--- src/rtl/wb_write_sequencer.sv ---
// Writeback sequencer: queues retiring results and issues one register-file write per cycle.
// Optional WB_BYPASS_EN adds a combinational forwarding search over pending writes.
module wb_write_sequencer #(
    parameter int unsigned XLEN  = 32,
    parameter int unsigned AW    = 5,
    parameter int unsigned DEPTH = 2
) (
    input  logic            clk,
    input  logic            rst,
    input  logic            in_valid,
    output logic            in_ready,
    input  logic            in_regwrite,
    input  logic [AW-1:0]   in_rd,
    input  logic [1:0]      in_sel,
    input  logic [XLEN-1:0] in_alu,
    input  logic [XLEN-1:0] in_mem,
    input  logic [XLEN-1:0] in_pc4,
    input  logic [XLEN-1:0] in_imm,
    input  logic            dbg_req,
    input  logic [AW-1:0]   dbg_add,
    input  logic [XLEN-1:0] dbg_data,
    output logic            dbg_ack,
    output logic            RegWrite,
    output logic [AW-1:0]   w_add,
    output logic [XLEN-1:0] RegWriteData,
    output logic [31:0]     retire_count
`ifdef WB_BYPASS_EN
    ,
    input  logic [AW-1:0]   byp_rs1,
    input  logic [AW-1:0]   byp_rs2,
    output logic            byp_hit1,
    output logic            byp_hit2,
    output logic [XLEN-1:0] byp_data1,
    output logic [XLEN-1:0] byp_data2
`endif
);

    localparam int unsigned PW = $clog2(DEPTH);
    localparam int unsigned CW = PW + 1;
    localparam logic [CW-1:0] FULL_CNT = CW'(DEPTH);

    logic [AW-1:0]   rd_mem   [DEPTH];
    logic [XLEN-1:0] data_mem [DEPTH];
    logic [PW-1:0]   head_q, tail_q;
    logic [CW-1:0]   count_q, count_d;
    logic            ready_q, ack_q, we_q;
    logic [AW-1:0]   wadd_q;
    logic [XLEN-1:0] wdata_q;
    logic [31:0]     retire_q;

    logic            xfer, push, pop, full, empty, dbg_go, dbg_wr;
    logic [XLEN-1:0] sel_data;

    always_comb begin
        sel_data = in_alu;
        case (in_sel)
            2'b00:   sel_data = in_alu;
            2'b01:   sel_data = in_mem;
            2'b10:   sel_data = in_pc4;
            default: sel_data = in_imm;
        endcase
    end

    always_comb begin
        full  = (count_q == FULL_CNT);
        empty = (count_q == '0);
        xfer  = in_valid & ready_q;
        push  = xfer & in_regwrite & (in_rd != '0);
        // ack_q blocks a second issue while the requester is still seeing its ack.
        // A full queue blocks debug so the queue always gets the slot.
        dbg_go  = dbg_req & ~ack_q & ~full;
        dbg_wr  = dbg_go & (dbg_add != '0);
        pop     = ~dbg_wr & ~empty;
        count_d = count_q + CW'(push) - CW'(pop);
    end

    always_ff @(posedge clk or posedge rst) begin
        if (rst) begin
            head_q   <= '0;
            tail_q   <= '0;
            count_q  <= '0;
            ready_q  <= 1'b0;
            ack_q    <= 1'b0;
            we_q     <= 1'b0;
            wadd_q   <= '0;
            wdata_q  <= '0;
            retire_q <= '0;
            for (int i = 0; i < DEPTH; i++) begin
                rd_mem[i]   <= '0;
                data_mem[i] <= '0;
            end
        end else begin
            count_q <= count_d;
            ready_q <= (count_d != FULL_CNT);
            ack_q   <= dbg_go;
            we_q    <= dbg_wr | pop;
            if (xfer) begin
                retire_q <= retire_q + 32'd1;
            end
            if (push) begin
                rd_mem[tail_q]   <= in_rd;
                data_mem[tail_q] <= sel_data;
                tail_q           <= tail_q + PW'(1);
            end
            if (dbg_wr) begin
                wadd_q  <= dbg_add;
                wdata_q <= dbg_data;
            end else if (pop) begin
                wadd_q  <= rd_mem[head_q];
                wdata_q <= data_mem[head_q];
            end
            if (pop) begin
                head_q <= head_q + PW'(1);
            end
        end
    end

    assign in_ready     = ready_q;
    assign dbg_ack      = ack_q;
    assign RegWrite     = we_q;
    assign w_add        = wadd_q;
    assign RegWriteData = wdata_q;
    assign retire_count = retire_q;

`ifdef WB_BYPASS_EN
    // Scan oldest to youngest so later matches overwrite earlier ones.
    always_comb begin
        logic [PW-1:0] idx;
        byp_hit1  = 1'b0;
        byp_hit2  = 1'b0;
        byp_data1 = '0;
        byp_data2 = '0;
        idx       = '0;
        if (we_q && wadd_q == byp_rs1) begin
            byp_hit1  = 1'b1;
            byp_data1 = wdata_q;
        end
        if (we_q && wadd_q == byp_rs2) begin
            byp_hit2  = 1'b1;
            byp_data2 = wdata_q;
        end
        for (int k = 0; k < DEPTH; k++) begin
            idx = head_q + PW'(k);
            if (CW'(k) < count_q) begin
                if (rd_mem[idx] == byp_rs1) begin
                    byp_hit1  = 1'b1;
                    byp_data1 = data_mem[idx];
                end
                if (rd_mem[idx] == byp_rs2) begin
                    byp_hit2  = 1'b1;
                    byp_data2 = data_mem[idx];
                end
            end
        end
        if (byp_rs1 == '0) begin
            byp_hit1  = 1'b0;
            byp_data1 = '0;
        end
        if (byp_rs2 == '0) begin
            byp_hit2  = 1'b0;
            byp_data2 = '0;
        end
    end
`endif

endmodule

--- config.mk ---
export PLATFORM = sky130hd
export DESIGN_NAME = wb_write_sequencer
export DESIGN_NICKNAME = d
export VERILOG_FILES = /design/src/rtl/wb_write_sequencer.sv
export SDC_FILE = /design/constraint.sdc
export NUM_CORES = 1
export LEC_CHECK = 0
export ABC_AREA = 0
export BUFFER_PORTS_ARGS = -buffer_cell sky130_fd_sc_hd__buf_2
export CAP_MARGIN = 5
export CORE_MARGIN = 2
export CORE_UTILIZATION = 41
export DETAILED_ROUTE_END_ITERATION = 8
export PLACE_DENSITY = 0.65
export SYNTH_ARGS = -nofsm -noshare
export SYNTH_HDL_FRONTEND = slang
export SYNTH_SLANG_ARGS = --single-unit
export TNS_END_PERCENT = 100
--- constraint.sdc ---
create_clock -name clk -period 11.1 [get_ports clk]
set_input_delay 0.555 -clock clk [delete_from_list [all_inputs] [get_ports clk]]
set_output_delay 0.555 -clock clk [all_outputs]
set_load 0.05 [all_outputs]
# Word level (Yosys, flattened, before mapping)
# Cells that the tools add are included.
# word_totals
register_bits	150
word_cells	62
output_inout_bits	72
inputBits	177
# classes
add_sub_neg	5
muxes	17
n_bitwise	14
n_lt_le_gt_ge	3
n_eq_ne	4
n_reduce_logical	6
# op_table
op	n
$mux 32	6
$pmux 32 s3	1
$bwmux 64	1
$add 32x1->32 const B	1
$demux 32 s1	1
$mux 5	6
$bwmux 10	1
$reduce_bool 5->1	2
$and 1x1->1	7
$demux 5 s1	1
$eq 2x2->1 const B	2
$ge 2x2->1 const B	2
$logic_not 2->1	2
$not 1->1	4
$not 1->2	2
$add 1x1->1 const B	2
$add 2x1->2	1
$eq 2x1->1 const B	1
$lt 2x1->1 const B	1
$ne 2x2->1 const B	1
$reduce_bool 2->1	1
$sub 2x1->2	1
$logic_and 1x1->1	1
$or 1x1->1	1

# Longest topological paths before layout
# depth
ltp_word	8
depth_mapped	9

# Worst setup path after synthesis
# No wires, ideal clock.
# synth_timing
path_kind	input to register
start	input port in_rd[0]
end	register ready_q (netlist: in_ready)
path_slack_ns	8.876
cell_stages	8
t_arrival_ns	2.101
setup_ns	0.123
cell_sequence	or4_4 > o2111ai_4 > ha_1 > inv_1 > ha_1 > xnor2_1 > xnor2_1 > nand2b_1
# synth_via
elab_chain_cells	5
# synth_lines
item	line	text
from (decl)	13	input logic [AW-1:0] in_rd,
$reduce_bool 5->1	68	push = xfer & in_regwrite & (in_rd != '0);
$and 1x1->1	68	
$add 2x1->2	74	count_d = count_q + CW'(push) - CW'(pop);
$sub 2x1->2	74	
net count_d[1]	45	logic [CW-1:0] count_q, count_d;
$ne 2x2->1	94	ready_q <= (count_d != FULL_CNT);
to (signal assigned)	94	
to (decl)	46	logic ready_q, ack_q, we_q;
# The timed path passes the listed nets, and every way through them passes these cells.
# A chain may end at the register's enable or synchronous reset.

# Final worst setup path
# layout_timing
start	register count_q[1]
end	register ready_q (netlist: in_ready)
# layout_via
elab_chain_cells	8
elab_cells_between_ends	11
cone_classes	add/sub: 2; eq/ne: 2; bitwise: 6; reduce/logical: 1
# layout_lines
item	line	text
from (decl)	45	
from (signal assigned)	93	count_q <= count_d;
$eq 2x2->1	65	full = (count_q == FULL_CNT);
$not 1->1	71	dbg_go = dbg_req & ~ack_q & ~full;
$and 1x1->1	71	
$and 1x1->1	72	dbg_wr = dbg_go & (dbg_add != '0);
$not 1->1	73	pop = ~dbg_wr & ~empty;
$and 1x1->1 (*)	73	
net pop	51	logic xfer, push, pop, full, empty, dbg_go, dbg_wr;
$sub 2x1->2 (*)	74	
net count_d[1]	45	
$ne 2x2->1 (*)	94	
# Mark *: on every way through the listed nets, which the timed path passes. The rest lies on a longest branch.

==> impl_results.md <==
- Reg clk slew, reported paths: 60 ps
- Post-route cell area: roughly 9600 sq um
- Fin. Hold Viols: 0
- Syn-to-layout area delta: 26.9%
- Sink Count: 150
- # nets final: 977
- Syn nets: 736
- Final Non-Filler Cells: 1038
- Total CTS buffers: 17
- Crit-path max FO: between 40 and 50
- RSZ-0062 raised after global routing: no
- Routed vias: 5309
- Ys flop type: dfrtp_1
- Skew final: between 5 and 6 ps
- Crit path launch type: register
- CP Data Arrival Time: about 3000 ps
- Outcome: completed
- Slowest CP cell: nor2_4
- Number of synthesized register bits: 150
- Worst-margin pin slew: 1210 ps
- Die Wd: roughly 140 microns
- Dpl cell area: 8900 sq um
- Clock Path Buffers: 2
- Buffers on Ports: 248
- First-pass GRT wire length: 29300 microns
- Post-detailed-route count of antenna-violating nets: 0
- Total Routing Usage GR: 0.190
- Die Area: 19500 sq um
- Pre-antenna DRT Iters: 4
- Max transition margin: 0.186
- Crit-path cells: nor2_4 > buf_4 > a21oi_1 > ha_1 > inv_1 > ha_1 > xnor2_1 > xnor2_1 > nand2b_1
- Core area: 18000 sq um
- DR iter-0 viols: roughly 180
- Max-Cap Viols: 0
- Dpl hpwl: 12700 microns
- Post-layout min period: around 2700 ps
- Critical path class: reg -> reg
- CTS root buf: clkbuf_16
- Num rows: 49
- Core Util, Final: 0.532
- Required time worst endpoint: 11400 ps
- Post-CTS setup buffers: 0
- Reg-to-Reg Start: count_q[1]
- Number of distinct library cells after synthesis: 33
- GR Overflow Total: 0
- Placed cell count: between 1000 and 1500
- CP max stage delay: about 530 ps
- Netlist Area Pre-Place: ~7500 sq um
- Post-synth EDFFs: 0
- Die Ht: 140 microns
- Maximum clock frequency: around 370 MHz
- Worst vdd ir: 185 uV
- CTS tree: yes
- Worst Setup SP: count_q[1]
- Final period utilization: 0.241
- Gpl congestion: 0.819
- Antenna violations before repair: 0
- Drt wl/cell: 17.4 microns
- DRC viols: 0
- Static Leakage: roughly 4.6 nW
- Fraction of layout cells with a size suffix above 1: 0.534
- Pin count of the biggest net entering global routing: between 70 and 80
- Pwr dens: 280 nW/um^2
- Vias in the first global route: 5556
- Final setup fails: 0
- CP Capture Type: register
- Cells after Synth: around 560
- Clk Latency, worst-skew pair: 410 ps
- Setup_tns: 0 ps
- HP Class: in -> async
- Slew Limit Fails: 0
- Post-CTS Resized: 0
- Antenna diode count: 0
- Synth Warn #: 0
- Ys async rst share: 1.00
- Synth Area per Inst: ~14 sq um
- CTS H-tree depth: 4
- Starting Density: 0.419
- Drt via density: 5.11
- Hold_buf cts: 0
- Post-synthesis sequential area ratio: 0.499
- DRT Wirelength: approximately 18000 microns
- IO Count: ~250
synthesized netlist by cell type, drive strengths merged, types with 2 or more instances:
cell type | number | share of area
nor3 | 5 | 0.0033
a21oi | 6 | 0.0040
and4 | 2 | 0.0023
o21ai | 37 | 0.025
and3 | 4 | 0.0033
mux4 | 32 | 0.096
mux2i | 37 | 0.049
nand2 | 47 | 0.023
inv | 4 | 0.0020
nand2b | 2 | 0.0017
nand4 | 12 | 0.010
mux2 | 107 | 0.18
clkbuf | 14 | 0.0070
nor4 | 5 | 0.0050
buf | 17 | 0.021
dfrtp | 150 | 0.50
xor2 | 5 | 0.0058
nand3 | 18 | 0.012
nor2 | 12 | 0.0063
and2 | 2 | 0.0017
xnor2 | 30 | 0.035
ha | 3 | 0.0050
sequential cells by signal, summed over array words and instances, names as in the netlist:
signal,cells
RegWriteData,32
tail_q,1
rd_mem,10
count_q,2
RegWrite,1
retire_count,32
in_ready,1
dbg_ack,1
head_q,1
w_add,5
data_mem,64
final timing paths:
check,end,slack [ps],cells past startpoint
setup / recovery,in_ready,8420,9
hold / removal,data_mem[32],250,2
setup reg to reg,in_ready,8420,9
hold reg to reg,retire_count[31],470,1
max in group asynchronous,data_mem[54],9430,3
min in group clk,w_add[1],370,3
final cells by class:
| type | count | area, sq um |
|---|---|---|
| Clock inverter | 11 | 196 |
| Tap cell | 229 | 287 |
| Timing Repair Buffer | 253 | 1280 |
| Sequential cell | 150 | 3750 |
| Multi-Input combinational cell | 371 | 3560 |
| Fill cell | 1636 | 8410 |
| Clock buffer | 20 | 457 |
| Inverter | 4 | 20.0 |
through the flow:
stage               total power [mW]  setup slack [ps]  hold WS [ps]
floorplan                       1.80              6510           479
global placement                2.04              8340           459
detailed placement              2.06              8310           460
CTS                             2.71              8370           285
global route                    2.84              8170           296
finish                          2.68              8420           249
worst max-delay path: cells and delay by family, from the launching register on:
kind | cells | cell delay, ps
simple gates | 2 | 600
buf+inv | 2 | 540
fa+ha+maj | 2 | 480
flops | 1 | 420
xor+xnor | 2 | 320
compound gates | 1 | 150
power breakdown:
group          internal, mW  switching [mW]
sequential            0.782           0.146
combinational         0.473           0.638
clock                 0.411           0.226
layout by cell type (no fill, tap or decap), types with 6 or more instances in the layout:
cell type,Yosys,final
nand4_1,12,12
nand2_1,47,47
dfrtp_1,150,149
buf_2,9,248
xnor2_1,30,30
a21oi_1,6,6
o21ai_0,37,37
mux4_2,32,32
mux2_2,77,77
nand3_1,18,18
mux2i_1,37,37
mux2_4,30,30
clkbuf_16,0,17
nor2_1,11,10
layer usage:
metal | wire length [microns] | track usage | up-vias
met4 | 224 | 0.0516 | 0
met2 | 8480 | 0.310 | 177
met3 | 1330 | 0.0561 | 17
li1 | - | - | 2510
met1 | 8030 | 0.250 | 2605
met5 | 0 | 0 | -
cells by family (layout without fill, tap and decap cells):
| kind of cell | count (synthesis) | count (layout) | share of synthesized area |
|---|---|---|---|
| mux | 176 | 176 | 0.320 |
| flops | 150 | 150 | 0.499 |
| simple gates | 113 | 113 | 0.0738 |
| compound gates | 44 | 44 | 0.0321 |
| xor+xnor | 35 | 35 | 0.0407 |
| buf+inv | 35 | 288 | 0.0299 |
| fa+ha+maj | 3 | 3 | 0.00499 |
No activity file was read; power rests on OpenSTA's default activity.
